**config.mk**
```make
export PLATFORM = sky130hd
export DESIGN_NAME = poker_card_dealer
export DESIGN_NICKNAME = d
export VERILOG_FILES = /design/src/rtl/dealer_pkg.sv /design/src/rtl/dealer_lfsr8.sv /design/src/rtl/poker_card_dealer.sv
export SDC_FILE = /design/constraint.sdc
export NUM_CORES = 1
export LEC_CHECK = 0
export BUFFER_PORTS_ARGS = -buffer_cell sky130_fd_sc_hd__buf_2
export CAP_MARGIN = 0
export CORE_MARGIN = 2
export CORE_UTILIZATION = 50
export CTS_CLUSTER_SIZE = 8
export DETAILED_ROUTE_END_ITERATION = 8
export PLACE_DENSITY_LB_ADDON = 0.12
export SLEW_MARGIN = 20
export SYNTH_ARGS = -nofsm -noshare
export SYNTH_HDL_FRONTEND = slang
export SYNTH_SLANG_ARGS = --single-unit
```
**constraint.sdc**
```tcl
create_clock -name clk -period 8.56 [get_ports clk]
set_input_delay 0.856 -clock clk [delete_from_list [all_inputs] [get_ports clk]]
set_output_delay 0.856 -clock clk [all_outputs]
set_load 0.01 [all_outputs]
```
**src/rtl/dealer_pkg.sv**
```systemverilog
// Shared types and helpers for the poker card dealer: FSM states, card type,
// LFSR taps and the mapping from a random nibble to a card value.
package dealer_pkg;

    localparam int NUM_VALUES = 10;

    // Feedback taps for lfsr[7], lfsr[5], lfsr[4] and lfsr[3].
    localparam logic [7:0] LFSR_TAPS = 8'hB8;

    typedef logic [3:0] card_t;

    typedef enum logic [1:0] {
        IDLE,
        DRAW_A,
        DRAW_B,
        DONE
    } state_t;

    // Fold nibbles 10..15 onto 4..9 so every nibble maps to a valid card.
    function automatic card_t to_candidate(input logic [3:0] raw);
        return (raw < 4'd10) ? raw : raw - 4'd6;
    endfunction

    function automatic card_t next_probe(input card_t p);
        return (p == card_t'(NUM_VALUES - 1)) ? 4'd0 : p + 4'd1;
    endfunction

endpackage

```
**src/rtl/dealer_lfsr8.sv**
```systemverilog
// Free-running 8-bit Fibonacci LFSR with synchronous load; a zero load value
// is replaced by 8'h01 so the register can never lock up at zero.
module dealer_lfsr8
    import dealer_pkg::*;
#(
    parameter logic [7:0] RESET_SEED = 8'hA5
) (
    input  logic       clk,
    input  logic       rst_n,
    input  logic       load,
    input  logic [7:0] seed,
    output logic [7:0] value
);

    always_ff @(posedge clk or negedge rst_n) begin
        if (!rst_n) begin
            value <= RESET_SEED;
        end else if (load) begin
            value <= (seed == 8'h00) ? 8'h01 : seed;
        end else begin
            value <= {value[6:0], ^(value & LFSR_TAPS)};
        end
    end

endmodule

```
**src/rtl/poker_card_dealer.sv**
```systemverilog
// Poker card dealer: deck of COPIES x values 0..9, deals two cards per request.
// Optional macro DEALER_SEED_PORT_EN adds a seed input loaded into the LFSR on shuffle.
module poker_card_dealer
    import dealer_pkg::*;
#(
    parameter int         COPIES    = 2,
    parameter logic [7:0] LFSR_SEED = 8'hA5
) (
    input  logic       clk,
    input  logic       rst_n,
    input  logic       shuffle,
    input  logic       deal_req,
`ifdef DEALER_SEED_PORT_EN
    input  logic [7:0] seed,
`endif
    output logic [3:0] card_a,
    output logic [3:0] card_b,
    output logic       deal_valid,
    output logic       busy,
    output logic       deal_err,
    output logic [4:0] cards_left,
    output logic       deck_empty
);

    localparam int DECK_SIZE = NUM_VALUES * COPIES;

    state_t     state;
    card_t      probe;
    card_t      card_a_next;
    card_t      cand;
    logic [2:0] count [NUM_VALUES];
    logic [6:0] left;
    logic [7:0] lfsr;
    logic [7:0] shuffle_seed;
    logic       lfsr_hi_unused;

`ifdef DEALER_SEED_PORT_EN
    assign shuffle_seed = seed;
`else
    assign shuffle_seed = LFSR_SEED;
`endif

    dealer_lfsr8 #(
        .RESET_SEED (LFSR_SEED)
    ) u_lfsr (
        .clk   (clk),
        .rst_n (rst_n),
        .load  (shuffle),
        .seed  (shuffle_seed),
        .value (lfsr)
    );

    assign cand           = to_candidate(lfsr[3:0]);
    assign lfsr_hi_unused = ^lfsr[7:4];

    // Large decks (COPIES > 3) exceed the 5-bit port; report saturated.
    assign cards_left = (left > 7'd31) ? 5'd31 : left[4:0];
    assign deck_empty = (left < 7'd2);

    always_ff @(posedge clk or negedge rst_n) begin
        if (!rst_n) begin
            state       <= IDLE;
            probe       <= '0;
            card_a_next <= '0;
            card_a      <= '0;
            card_b      <= '0;
            deal_valid  <= 1'b0;
            busy        <= 1'b0;
            deal_err    <= 1'b0;
            left        <= 7'(DECK_SIZE);
            for (int i = 0; i < NUM_VALUES; i++) begin
                count[i] <= 3'(COPIES);
            end
        end else begin
            deal_valid <= 1'b0;
            deal_err   <= 1'b0;
            if (shuffle) begin
                state <= IDLE;
                busy  <= 1'b0;
                left  <= 7'(DECK_SIZE);
                for (int i = 0; i < NUM_VALUES; i++) begin
                    count[i] <= 3'(COPIES);
                end
            end else begin
                // Entry requires >= 2 cards, so each linear probe finds a card
                // within 10 cycles without an explicit probe counter.
                case (state)
                    IDLE: begin
                        if (deal_req) begin
                            if (left >= 7'd2) begin
                                probe <= cand;
                                busy  <= 1'b1;
                                state <= DRAW_A;
                            end else begin
                                deal_err <= 1'b1;
                            end
                        end
                    end
                    DRAW_A: begin
                        if (count[probe] != 3'd0) begin
                            count[probe] <= count[probe] - 3'd1;
                            card_a_next  <= probe;
                            left         <= left - 7'd1;
                            probe        <= cand;
                            state        <= DRAW_B;
                        end else begin
                            probe <= next_probe(probe);
                        end
                    end
                    DRAW_B: begin
                        if (count[probe] != 3'd0) begin
                            count[probe] <= count[probe] - 3'd1;
                            left         <= left - 7'd1;
                            card_a       <= card_a_next;
                            card_b       <= probe;
                            deal_valid   <= 1'b1;
                            busy         <= 1'b0;
                            state        <= DONE;
                        end else begin
                            probe <= next_probe(probe);
                        end
                    end
                    DONE: begin
                        state <= IDLE;
                    end
                    default: begin
                        state <= IDLE;
                    end
                endcase
            end
        end
    end

endmodule
```
Word-level counts from Yosys, hierarchy flattened
Cells that the tools add are included.
{ "classes": {"add_sub_neg": 4, "order_cmp": 6, "eq_ne": 11, "muxes": 39, "n_bitwise": 2, "reduce_logical": 15} }
{ "op_table": {"columns": ["operator", "n"], "rows": [
  ["$mux 30", 3],
  ["$bwmux 30", 1],
  ["$mux 4", 6],
  ["$mux 7", 3],
  ["$bmux 3 s4", 1],
  ["$demux 3 s4", 1],
  ["$ne 3x3->1 const B", 4],
  ["$pmux 4 s3", 1],
  ["$mux 1", 11],
  ["$mux 2", 5],
  ["$mux 3", 3],
  ["$reduce_bool 3->1", 3],
  ["$mux 8", 1],
  ["$pmux 2 s4", 1],
  ["$reduce_and 4->1", 2],
  ["$reduce_xor 8->1", 1],
  ["$ge 7x2->1 const B", 1],
  ["$gt 7x5->1 const B", 1],
  ["$lt 7x2->1 const B", 1],
  ["$sub 7x1->7 const B", 1],
  ["$ne 2x2->1 const B", 3],
  ["$reduce_and 3->1", 2],
  ["$ge 5x5->1 const B", 1],
  ["$lt 5x1->1 const B", 1],
  ["17 further kinds", 19]
]} }
{ "word_totals": {"reg_bits": 66, "in_bits": 4, "out_inout_bits": 17} }

Depth between registers and ports, before layout
{ "depth": {"ltp_word": 9, "mapped_depth": 13} }

By module
A second synthesis with hierarchy kept.
{ "unflattened": {"cells_unflattened": 314, "hier_area_um2": 3417.0} }
{ "by_module_without_submodules": {"columns": ["module", "instances", "cells_per_inst", "area_per_inst_um2", "seq_area_each_um2"], "rows": [
  ["poker_card_dealer", 1, 291, 3075.4, 1466.4],
  ["dealer_lfsr8", 1, 23, 341.6, 205.2]
]} }

Worst setup path before layout
No wires, ideal clock.
{ "synth_path": {"path_type": "register to register", "start": "reg probe[1]", "end": "reg probe[1]", "setup_ns": 0.121, "arrival_ns": 3.164, "path_slack_ns": 5.275, "stages_incl_launch_ff": 14, "path_buffers": 4, "cell_sequence": "dfrtp_1 -> buf_2 -> clkbuf_1 -> clkbuf_1 -> mux4_2 -> mux2_2 -> a222oi_1 -> ha_1 -> o31a_1 -> a21bo_2 -> buf_6 -> a21boi_2 -> o31ai_1 -> a22o_1"} }
{ "synth_between": {"elab_chain_cells": 7, "elab_cells_between_ends": 13} }
{ "synth_lines": {"columns": ["item", "line_no", "rtl"], "rows": [
  ["from (decl)", "poker_card_dealer.sv:28", "card_t probe;"],
  ["from (signal assigned)", "poker_card_dealer.sv:91", "probe <= cand;"],
  ["from (signal assigned)", "poker_card_dealer.sv:104", "probe <= cand;"],
  ["from (signal assigned)", "poker_card_dealer.sv:107", "probe <= next_probe(probe);"],
  ["$not 4->5 (implied by the code)", "poker_card_dealer.sv:100, poker_card_dealer.sv:111", null],
  ["$bmux 3 s4", "poker_card_dealer.sv:100, poker_card_dealer.sv:111", null],
  ["$mux 3 (implied by the code) (2 in a row)", "poker_card_dealer.sv:100, poker_card_dealer.sv:111", null],
  ["$reduce_bool 3->1", "poker_card_dealer.sv:100, poker_card_dealer.sv:111", null],
  ["$ne 2x2->1 (no line) or $mux 4 (tied branches)", null, null],
  ["$reduce_and 5->1 (no line) or $pmux 4 s3 (tied branches)", null, null]
]} }
Parallel ways exist; a longest one is shown, timed or not. The select of a mux whose other input is x is not followed.
A chain may end at the register's enable or synchronous reset.

Final worst setup path
{ "layout_path": {"start": "reg probe[0]", "end": "reg probe[0]"} }
Same word-level chain as after synthesis.

==> results.sh <==
export IMPL_num_vias=2465
export IMPL_ys_types=60
export IMPL_dieHeight_microns=88.1
export IMPL_rows=30
export IMPL_end_kind="flop"
export IMPL_n_antenna_cell=0
export IMPL_ys_top_cells_by_area="dfrtp_1, dfstp_2, mux2_2"
export IMPL_wirelength_microns=7190
export IMPL_powerDensity_mw_per_mm2=353
export IMPL_combPwrFrac=0.429
export IMPL_drt_antenna_violating_nets=0
export IMPL_rsz0062_at_grt="no"
export IMPL_die_width_microns=88.1
export IMPL_synth_async_sr_flop_share=1.00
export IMPL_gp_congestion=0.871
export IMPL_netSwitchingPower_uw=539
export IMPL_outcome="completed"
export IMPL_die_area_sq_mm=0.00776
export IMPL_power_frac_clock=0.249
export IMPL_cts_max_path_buffers=2
export IMPL_clk_pin_slew_ns=0.07
export IMPL_criticalPathCategory="flop to flop"
export IMPL_tns_ns=0
export IMPL_hold_viol=0
export IMPL_place_hpwl_microns=4830
export IMPL_dr_pass1_iters=4
export IMPL_report_final_slew_viol_count=0
export IMPL_reg2reg_slack_ns=5.12
export IMPL_yosysTopAreaCell="dfrtp_1"
export IMPL_yosys_area_share_xor_xnor=0.0198
export IMPL_post_cts_buffers=0
export IMPL_drt_iter0_drc=161
export IMPL_initial_core_util=0.518
export IMPL_switching_share=0.386
export IMPL_ctsHtreeMaxLevel=3
export IMPL_grt_overflow=0
export IMPL_crit_required_ns=8.79
export IMPL_startpoint_type="flop"
export IMPL_crit_arrival_ns=3.68
export IMPL_regArea_sq_mm=0.00167
export IMPL_syn_to_final_growth_pct=11.6
export IMPL_min_period_ns=3.44
export IMPL_final_nets=355
export IMPL_cp_max_fo=22
export IMPL_internal_power_uw=856
export IMPL_layout_common_cells="dfrtp_1, nor2_1, buf_2"
export IMPL_drc_errors=0
export IMPL_timing_final_crit_share=0.402
export IMPL_drive_above_1_share=0.256
export IMPL_max_slew_margin=0.384
export IMPL_root_buffer="clkbuf_8"
export IMPL_cts_hold_buf=0
export IMPL_clock_latency_ns=0.35
export IMPL_ys_flop_type="dfrtp_1"
export IMPL_final_common_cell="dfrtp_1"
export IMPL_syn_area_per_cell_sq_um=10.8
export IMPL_yosysWarnings=0
export IMPL_synth_seq_cells=66
export IMPL_netlist_area_sq_mm=0.00354
export IMPL_multi_input_area_sq_mm=0.00172
export IMPL_p_leak_uw=0.00169
export IMPL_finalSetupViolCount=0
export IMPL_gr_usage_all_layers=0.209
export IMPL_synth_top_cell_area_share=0.354
export IMPL_synth_compound_area_frac=0.138
export IMPL_synth_top_family_by_area="simple AND/OR/NAND/NOR gates"
export IMPL_synth_fa_ha_area_frac=0.0318
export IMPL_synth_area_mux_share=0.115
export IMPL_wl_per_cell_microns=16.2
export IMPL_synth_edf_count=0
export IMPL_vias_per_cell=5.56
export IMPL_synth_nets=339
export IMPL_seq_power_share=0.322
export IMPL_ys_seq_area_frac=0.473
export IMPL_synthCells=326
export IMPL_cts_tree="done"
export IMPL_holdPathStages=1
export IMPL_synth_simple_area_share=0.183
export IMPL_n_fill_cell=595
export IMPL_cts_made_buffers=9
export IMPL_antenna_found_initial=0
export IMPL_cts_resized=0
export IMPL_rr_worst_depth=11
export IMPL_ios=21
export IMPL_ir_worst_vdd_uv=136
export IMPL_grt_max_degree=67
export IMPL_portBuffers=20
export IMPL_fin_util=0.578
export IMPL_worstHoldPathType="flop to flop"
export IMPL_max_freq_ghz=0.290
export IMPL_worstMarginPinSlew_ns=0.925
export IMPL_cap_violations=0
export IMPL_cts_sinks=66
export IMPL_clock_skew_final_ns=0.0106
export IMPL_grt_pass1_wl_microns=12200
export IMPL_grt_pass1_vias=2387
export IMPL_core_area_sq_mm=0.00683
==> cell families (layout without fill, tap and decap cells) <==
family / Yosys count / count (layout)
buffers and inverters: 30 / 51
DFF: 66 / 66
AOI/OAI and AO/OA: 64 / 64
xor gates and xnor gates: 8 / 8
adders and majority gates: 9 / 9
muxes: 32 / 32
and+or+nand+nor: 117 / 117
==> worst paths after layout <==
| path | start | endpoint |
|---|---|---|
| worst max register to register | probe[0] | probe[0] |
| max in group asynchronous | rst_n | count[14] |
| worst min register to register | u_lfsr.value[6] | u_lfsr.value[7] |
| min in group asynchronous | rst_n | state[0] |
| worst max-delay path | probe[0] | probe[0] |
| worst min-delay path | u_lfsr.value[6] | u_lfsr.value[7] |
==> cell usage after synthesis, drive strengths merged, types with 2 or more instances <==
cell type	instances
a211o	6
a211oi	3
a21boi	2
a21oi	10
a22o	3
buf	5
clkbuf	13
dfrtp	50
dfstp	16
ha	9
inv	12
mux2	15
mux2i	12
mux4	5
nand2	16
nand2b	10
nand3	13
nand3b	8
nand4b	2
nor2	34
nor2b	13
nor4b	2
o21ai	12
o22ai	2
o2bb2ai	3
o31ai	7
o32ai	4
or2	5
or3	7
xnor2	3
xor2	5
==> flip-flops by register name, indices dropped and copies added, names as in the netlist <==
| register | flops |
|---|---|
| card_a_next | 4 |
| card_a | 4 |
| count | 30 |
| busy | 1 |
| state | 2 |
| probe | 4 |
| left | 7 |
| deal_err | 1 |
| card_b | 4 |
| deal_valid | 1 |
| u_lfsr.value | 8 |
==> through the flow <==
stage	area [sq um]	total power [uW]	std cells	hold slack, ns	setup WS, ns
6_report	3950	1390	443	0.440	5.12
5_1_grt	3950	1500	443	0.468	4.85
4_1_cts	3950	1400	443	0.443	5.12
3_5_place_dp	3680	1050	427	0.421	5.14
3_3_place_gp	3680	1050	427	0.424	5.24
2_1_floorplan	3540	924	326	0.410	5.28
==> per-layer routing <==
| metal | track usage | routed length, microns | vias up |
|---|---|---|---|
| met5 | 0 | 0 | - |
| met4 | 0.0606 | 110 | 0 |
| li1 | - | - | 1207 |
| met2 | 0.304 | 3300 | 56 |
| met3 | 0.0641 | 361 | 8 |
| met1 | 0.303 | 3410 | 1194 |
==> critical path: stages, from the launching register on <==
cell and delay (ns):
dfrtp_1 0.33, buf_4 0.27, mux4_2 0.53, a22oi_1 0.19, nor2_1 0.06, a21oi_1 0.44
ha_1 0.32, o31a_1 0.22, a21bo_2 0.34, a21boi_2 0.27, o31ai_1 0.13, o22a_1 0.21
==> cell type report <==
class,instances,share of cell area
Multi-Input combinational cell,230,0.436
Sequential cell,66,0.423
Tap cell,96,0.0304
Timing Repair Buffer,23,0.0311
Inverter,12,0.0114
Clock inverter,7,0.0358
Clock buffer,9,0.0314
==> power groups by stage <==
| stage | clock network (uW) | registers (uW) | logic (uW) |
|---|---|---|---|
| 2_1_floorplan | 0 | 443 | 481 |
| 3_3_place_gp | 0 | 455 | 596 |
| 3_5_place_dp | 0 | 455 | 597 |
| 4_1_cts | 354 | 450 | 600 |
| 5_1_grt | 370 | 462 | 666 |
| 6_report | 347 | 449 | 598 |
Power figures use the tool's default switching activity.
